<file path="src/rtl/int_issue_select_pkg.sv">
// Shared sizing constants for the integer issue queue select/issue logic.
package int_issue_select_pkg;

   localparam int INT_QUEUE_SIZE       = 8;
   localparam int INT_QUEUE_SIZE_INDEX = $clog2(INT_QUEUE_SIZE);

endpackage

</file>
<file path="src/rtl/int_issue_select_age_matrix_select.sv">
// Age matrix for the integer issue queue plus the oldest-ready winner pick.
// r_age[i][j] = 1 means entry i is older than entry j; the diagonal stays 0.
module int_issue_select_age_matrix_select
   import int_issue_select_pkg::*;
#(
   parameter int QUEUE_SIZE  = INT_QUEUE_SIZE,
   parameter int QUEUE_INDEX = INT_QUEUE_SIZE_INDEX
) (
   input  logic                   clk,
   input  logic                   rst,
   input  logic [QUEUE_SIZE-1:0]  i_entry_occupied,
   input  logic [QUEUE_SIZE-1:0]  i_entry_ready,
   input  logic                   i_alloc0_valid,
   input  logic [QUEUE_INDEX-1:0] i_alloc0_idx,
   input  logic                   i_alloc1_valid,
   input  logic [QUEUE_INDEX-1:0] i_alloc1_idx,
   input  logic                   i_flush,
   output logic                   o_any_cand,
   output logic [QUEUE_INDEX-1:0] o_win_idx
);

   logic [QUEUE_SIZE-1:0][QUEUE_SIZE-1:0] r_age;
   logic [QUEUE_SIZE-1:0][QUEUE_SIZE-1:0] w_age_next;
   logic [QUEUE_SIZE-1:0]                 w_cand;
   logic [QUEUE_SIZE-1:0]                 w_winner;
   logic                                  w_found;

   // A new entry is younger than everything already occupied; slot 1 is younger than slot 0.
   always_comb begin
      // NOTE: each always_comb output gets a full default first, so no latch can be inferred.
      w_age_next = r_age;
      if (i_alloc0_valid) begin
         w_age_next[i_alloc0_idx] = '0;
         for (int k = 0; k < QUEUE_SIZE; k++) begin
            w_age_next[k][i_alloc0_idx] = i_entry_occupied[k];
         end
      end
      if (i_alloc1_valid) begin
         w_age_next[i_alloc1_idx] = '0;
         for (int k = 0; k < QUEUE_SIZE; k++) begin
            w_age_next[k][i_alloc1_idx] = i_entry_occupied[k] |
               (i_alloc0_valid && (k == int'(i_alloc0_idx)));
         end
      end
      for (int i = 0; i < QUEUE_SIZE; i++) begin
         w_age_next[i][i] = 1'b0;
      end
   end

   // NOTE: state registers take non-blocking assignments; the matrix is a small flop array
   // (not RAM), so it is cleared outright on reset and flush.
   always_ff @(posedge clk) begin
      if (rst || i_flush) begin
         r_age <= '0;
      end else begin
         r_age <= w_age_next;
      end
   end

   always_comb begin
      w_cand   = i_entry_occupied & i_entry_ready;
      w_winner = '0;
      for (int i = 0; i < QUEUE_SIZE; i++) begin
         w_winner[i] = w_cand[i];
         for (int k = 0; k < QUEUE_SIZE; k++) begin
            if (w_cand[k] && r_age[k][i]) w_winner[i] = 1'b0;
         end
      end
   end

   // Lowest index breaks a tie, which only a corrupt matrix can produce.
   always_comb begin
      w_found   = 1'b0;
      o_win_idx = '0;
      for (int i = 0; i < QUEUE_SIZE; i++) begin
         if (w_winner[i] && !w_found) begin
            w_found   = 1'b1;
            o_win_idx = QUEUE_INDEX'(i);
         end
      end
   end

   assign o_any_cand = |w_cand;

   a_alloc_idx_distinct : assert property (@(posedge clk) disable iff (rst)
      !(i_alloc0_valid && i_alloc1_valid && (i_alloc0_idx == i_alloc1_idx)));

endmodule

</file>
<file path="src/rtl/int_issue_select.sv">
// Oldest-first select/issue scheduler: picks the oldest ready entry and holds it in a
// one-entry issue register handshaking with the ALU stage.
module int_issue_select
   import int_issue_select_pkg::*;
#(
   parameter int QUEUE_SIZE  = INT_QUEUE_SIZE,
   parameter int QUEUE_INDEX = INT_QUEUE_SIZE_INDEX
) (
   input  logic                   clk,
   input  logic                   rst,
   input  logic [QUEUE_SIZE-1:0]  entry_occupied,
   input  logic [QUEUE_SIZE-1:0]  entry_ready,
   input  logic                   alloc0_valid,
   input  logic [QUEUE_INDEX-1:0] alloc0_idx,
   input  logic                   alloc1_valid,
   input  logic [QUEUE_INDEX-1:0] alloc1_idx,
   input  logic                   flush,
   input  logic                   issue_ready,
   output logic                   issue_valid,
   output logic [QUEUE_INDEX-1:0] issue_idx,
   output logic                   dealloc_valid,
   output logic [QUEUE_INDEX-1:0] dealloc_idx
);

   logic                   w_any_cand;
   logic [QUEUE_INDEX-1:0] w_win_idx;
   logic                   w_cap;
   logic                   r_issue_valid;
   logic [QUEUE_INDEX-1:0] r_issue_idx;

   int_issue_select_age_matrix_select #(
      .QUEUE_SIZE  (QUEUE_SIZE),
      .QUEUE_INDEX (QUEUE_INDEX)
   ) u_age_matrix_select (
      .clk              (clk),
      .rst              (rst),
      .i_entry_occupied (entry_occupied),
      .i_entry_ready    (entry_ready),
      .i_alloc0_valid   (alloc0_valid),
      .i_alloc0_idx     (alloc0_idx),
      .i_alloc1_valid   (alloc1_valid),
      .i_alloc1_idx     (alloc1_idx),
      .i_flush          (flush),
      .o_any_cand       (w_any_cand),
      .o_win_idx        (w_win_idx)
   );

   // Capture only when the register is empty or being drained this cycle.
   assign w_cap = w_any_cand & (~r_issue_valid | issue_ready) & ~flush & ~rst;

   always_ff @(posedge clk) begin
      if (rst) begin
         r_issue_valid <= 1'b0;
         r_issue_idx   <= '0;
      end else if (flush) begin
         r_issue_valid <= 1'b0;
      end else if (w_cap) begin
         r_issue_valid <= 1'b1;
         r_issue_idx   <= w_win_idx;
      end else if (issue_ready) begin
         r_issue_valid <= 1'b0;
      end
   end

   assign issue_valid   = r_issue_valid;
   assign issue_idx     = r_issue_idx;
   assign dealloc_valid = w_cap;
   assign dealloc_idx   = w_win_idx;

endmodule

</file>
<file path="config.mk">
export PLATFORM = sky130hd
export DESIGN_NAME = int_issue_select
export DESIGN_NICKNAME = d
export VERILOG_FILES = /design/src/rtl/int_issue_select_pkg.sv /design/src/rtl/int_issue_select_age_matrix_select.sv /design/src/rtl/int_issue_select.sv
export SDC_FILE = /design/constraint.sdc
export NUM_CORES = 1
export LEC_CHECK = 0
export CAP_MARGIN = 20
export CORE_MARGIN = 1
export CORE_UTILIZATION = 49
export CTS_BUF_LIST = sky130_fd_sc_hd__clkbuf_16
export CTS_CLUSTER_SIZE = 12
export DETAILED_ROUTE_END_ITERATION = 10
export PLACE_DENSITY = 0.73
export SLEW_MARGIN = 20
export SYNTH_ARGS = -nofsm -noshare
export SYNTH_HDL_FRONTEND = slang
export SYNTH_HIERARCHICAL = 1
export SYNTH_SLANG_ARGS = --single-unit
export TNS_END_PERCENT = 100
</file>
<file path="constraint.sdc">
create_clock -name clk -period 1.9 [get_ports clk]
set_input_delay 0.19 -clock clk [delete_from_list [all_inputs] [get_ports clk]]
set_output_delay 0.19 -clock clk [all_outputs]
set_load 0.01 [all_outputs]
</file>
==> results.toml <==
[final_layout]
area_growth_pct = 35.6
design_area_mm2 = 0.00602
utilization_pct = 68.7
drive_gt1_share_pct = 28.9
layout_common_cells = "buf_4 (130), nand2_1 (62), dfxtp_1 (58)"
fillCellCount = 763
nets = 749
diodes = 0
final_common_cell = "buf_4"
multi_input_area_mm2 = 0.00291
fin_cells = 834
regArea_mm2 = 0.00120

[sta]
max_freq_ghz = 0.477
rsz0062_at_grt = "yes"
timing.final.crit_share_pct = 110
setup_viol_count_final = 3
setup_ws_ns = -0.198
finalWorstPathRequiredPeriod_ns = 2.10
clock_skew_ns = 0.00686
finalMaxSlewViolations = 0
relSlewSlack_pct = 71.7
worst_pin_slew_ns = 0.422
fin_setup_tns_ns = -0.512
hold_violations = 0

[routing]
drt_wl_total_mm = 19.4
vias_per_cell = 6.65
drcViolationCount = 0
ant_nets = 0
routedWlPerCell_um = 23.2
vias = 5544
drtIter0Drc = 649
drt-pass1-iter-count = 6

[worst_setup_path]
critical_path.max_fanout = 4
cp-end-kind = "output port"
critPathSlowestCell = "a2111oi_4"
r2r-end = "issue_idx[2]$_SDFFE_PP0P_"
reg2regPathDepth = 9
rr_startpoint = "u_age_matrix_select/r_age[34]$_SDFF_PP0_"
path_delay_family = "compound AO/OA/AOI/OAI gates"
critical_path_class = "flop to output port"
crit_arrival_ns = 1.91
path_cells = "and3_4 > a2111oi_4 > nand3_2 > a211oi_2 > o22ai_2 > buf_2"
max_stage_delay_ns = 0.35
crit_path_start_kind = "flop"
path_depth = 6
cp.required_ns = 1.71
r2r_slack_ns = 0.08
critPathBufInv = 1

[global_route]
grt_overflow = 0
grt_pass1_wl_mm = 29.2
grt_max_degree = 57
grt_use_total_pct = 40.6
antenna_found_initial = 0
grt_pass1_vias = 5184

[synth]
syn_area_per_cell_um2 = 7.53
syn_nets = 617
synth-warning-count = 6
ys_types = 82
yosysSeqAreaShare_pct = 27.1
synth_enable_flop_cells = 0
async_reset_ff_share_pct = 0
netlist_instances = 589
syn_area_mm2 = 0.00444
synthFlopType = "dfxtp_1"
synth_seq_cells = 60

[die]
chipWidth_um = 97.2
row_count = 34
dieArea_mm2 = 0.00944
core_mm2 = 0.00876
start_util_pct = 50.6
io_pins = 36
die_h_um = 97.2

[clocking]
clock_path_buffers = 2
cts_hold_buf = 0
clock_latency_ns = 0.33
htree_levels = 3
cts-root-buf = "clkbuf_16"
clkTransAtPathRegs_ns = 0.06
cts_buffers = 9
tritoncts = "yes"
cts.sinks = 60

[pwr]
power_frac_clock_pct = 42.3
power.switching_mw = 1.18
internal_power_mw = 2.56
swShare_pct = 31.5
power_mw = 3.74
pwr-share-comb_pct = 22.7
power_density_mw_per_mm2 = 622
leakage_nw = 2.39
ir_drop_v = 0.000439
seq_power_share_pct = 35.0

[placed_design]
dpl_cell_area_mm2 = 0.00564
port_buffers = 35
dp_hpwl_mm = 14.6
gp_congestion = 1.03
dp.cells = 809

[outcome]
status = "complete, but fails checks"
violations = "setup timing"

[worst_hold_path]
hold-path-cell-count = 4
hp-start = "entry_occupied[5]"
hold_end = "u_age_matrix_select/r_age[43]$_SDFF_PP0_"
hp-class = "primary input to flop"

[flow_run]
drv_cap = 0
## flip-flops by register name, summed over array words and instances, names as in the netlist
name,cells
u_age_matrix_select/r_age,56
issue_valid,1
issue_idx,3
## how the worst max path moves through the flow
stage	slack (ns)	startpoint	end
after global routing	-0.25	u_age_matrix_select/r_age[28]$_SDFF_PP0_	dealloc_idx[0]
after CTS	-0.13	u_age_matrix_select/r_age[28]$_SDFF_PP0_	dealloc_idx[1]
after global placement	-0.64	entry_ready[1]	dealloc_idx[1]
after floorplan	0.26	entry_occupied[5]	issue_idx[1]$_SDFFE_PP0P_
after detailed placement	-0.68	entry_ready[1]	dealloc_idx[1]
final	-0.20	u_age_matrix_select/r_age[28]$_SDFF_PP0_	dealloc_idx[0]
## cell families after synthesis
logic type                share of synthesized area [%]
buffers and inverters                              8.15
xor gates and xnor gates                          0.395
AOI/OAI and AO/OA                                  29.2
DFF                                                27.1
muxes                                             0.451
and+or+nand+nor                                    34.7
## worst min-delay path, delay by kind of cell
kind,cells,cell delay [ns]
simple gates,1,0.05
buf+inv,2,0.31
compound gates,1,0.08
## cells in the mapped netlist (4+ instances only)
library cell,n,area share [%]
a21boi_0,5,0.85
a21o_1,4,0.68
a21oi_1,49,5.5
a22o_1,6,1.2
a22oi_1,11,1.9
a2bb2oi_1,6,1.2
a31oi_1,9,1.3
a32oi_1,12,2.4
and3_1,9,1.3
and4b_1,5,1.1
buf_2,18,2.0
buf_4,12,2.0
buf_6,9,2.3
clkbuf_1,14,1.2
dfxtp_1,60,27
inv_1,5,0.42
nand2_1,62,5.2
nand2b_1,13,1.8
nand3_1,39,4.4
nand4_1,18,2.5
nand4b_1,6,1.2
nor2_1,51,4.3
nor2_2,5,0.71
nor2_4,4,1.0
nor2b_1,11,1.6
nor3_1,7,0.79
o21ai_0,50,5.6
## metrics by stage
stage                     setup WS, ns  hold slack (ns)
final                           -0.198            0.370
after global routing            -0.252            0.367
after CTS                       -0.134            0.446
after detailed placement        -0.683            0.481
after global placement          -0.645            0.454
after floorplan                  0.260            0.263
## timing repair
action	4_1_cts	5_1_grt
cloned	1	0
setup endpoints to repair	5	4
pin swaps	11	4
buffers inserted	8	4
resized for setup	48	6
## routing by layer
metal | wire, um | GRT usage, %
met1 | 7350 | 51.5
met2 | 8420 | 62.6
met3 | 2320 | 10.3
met4 | 1250 | 22.5
met5 | 0 | 0
## power groups by stage
| stage | clock network, mW | logic (mW) | registers, mW |
|---|---|---|---|
| 3_3_place_gp | 0 | 0.797 | 1.33 |
| 2_1_floorplan | 0 | 0.418 | 1.33 |
| 6_report | 1.58 | 0.850 | 1.31 |
| 4_1_cts | 1.59 | 0.822 | 1.31 |
| 5_1_grt | 1.63 | 0.894 | 1.31 |
| 3_5_place_dp | 0 | 0.806 | 1.34 |
## layout make-up
| cell class | count | share of cell area [%] |
|---|---|---|
| tap | 108 | 2.25 |
| multi-input combinational | 469 | 48.4 |
| inverter | 6 | 0.374 |
| clock buffer | 9 | 3.74 |
| sequential | 60 | 20.0 |
| clock inverter | 7 | 0.915 |
| timing repair buffer | 175 | 24.3 |
Note: power is estimated with default switching activity, not from simulation.
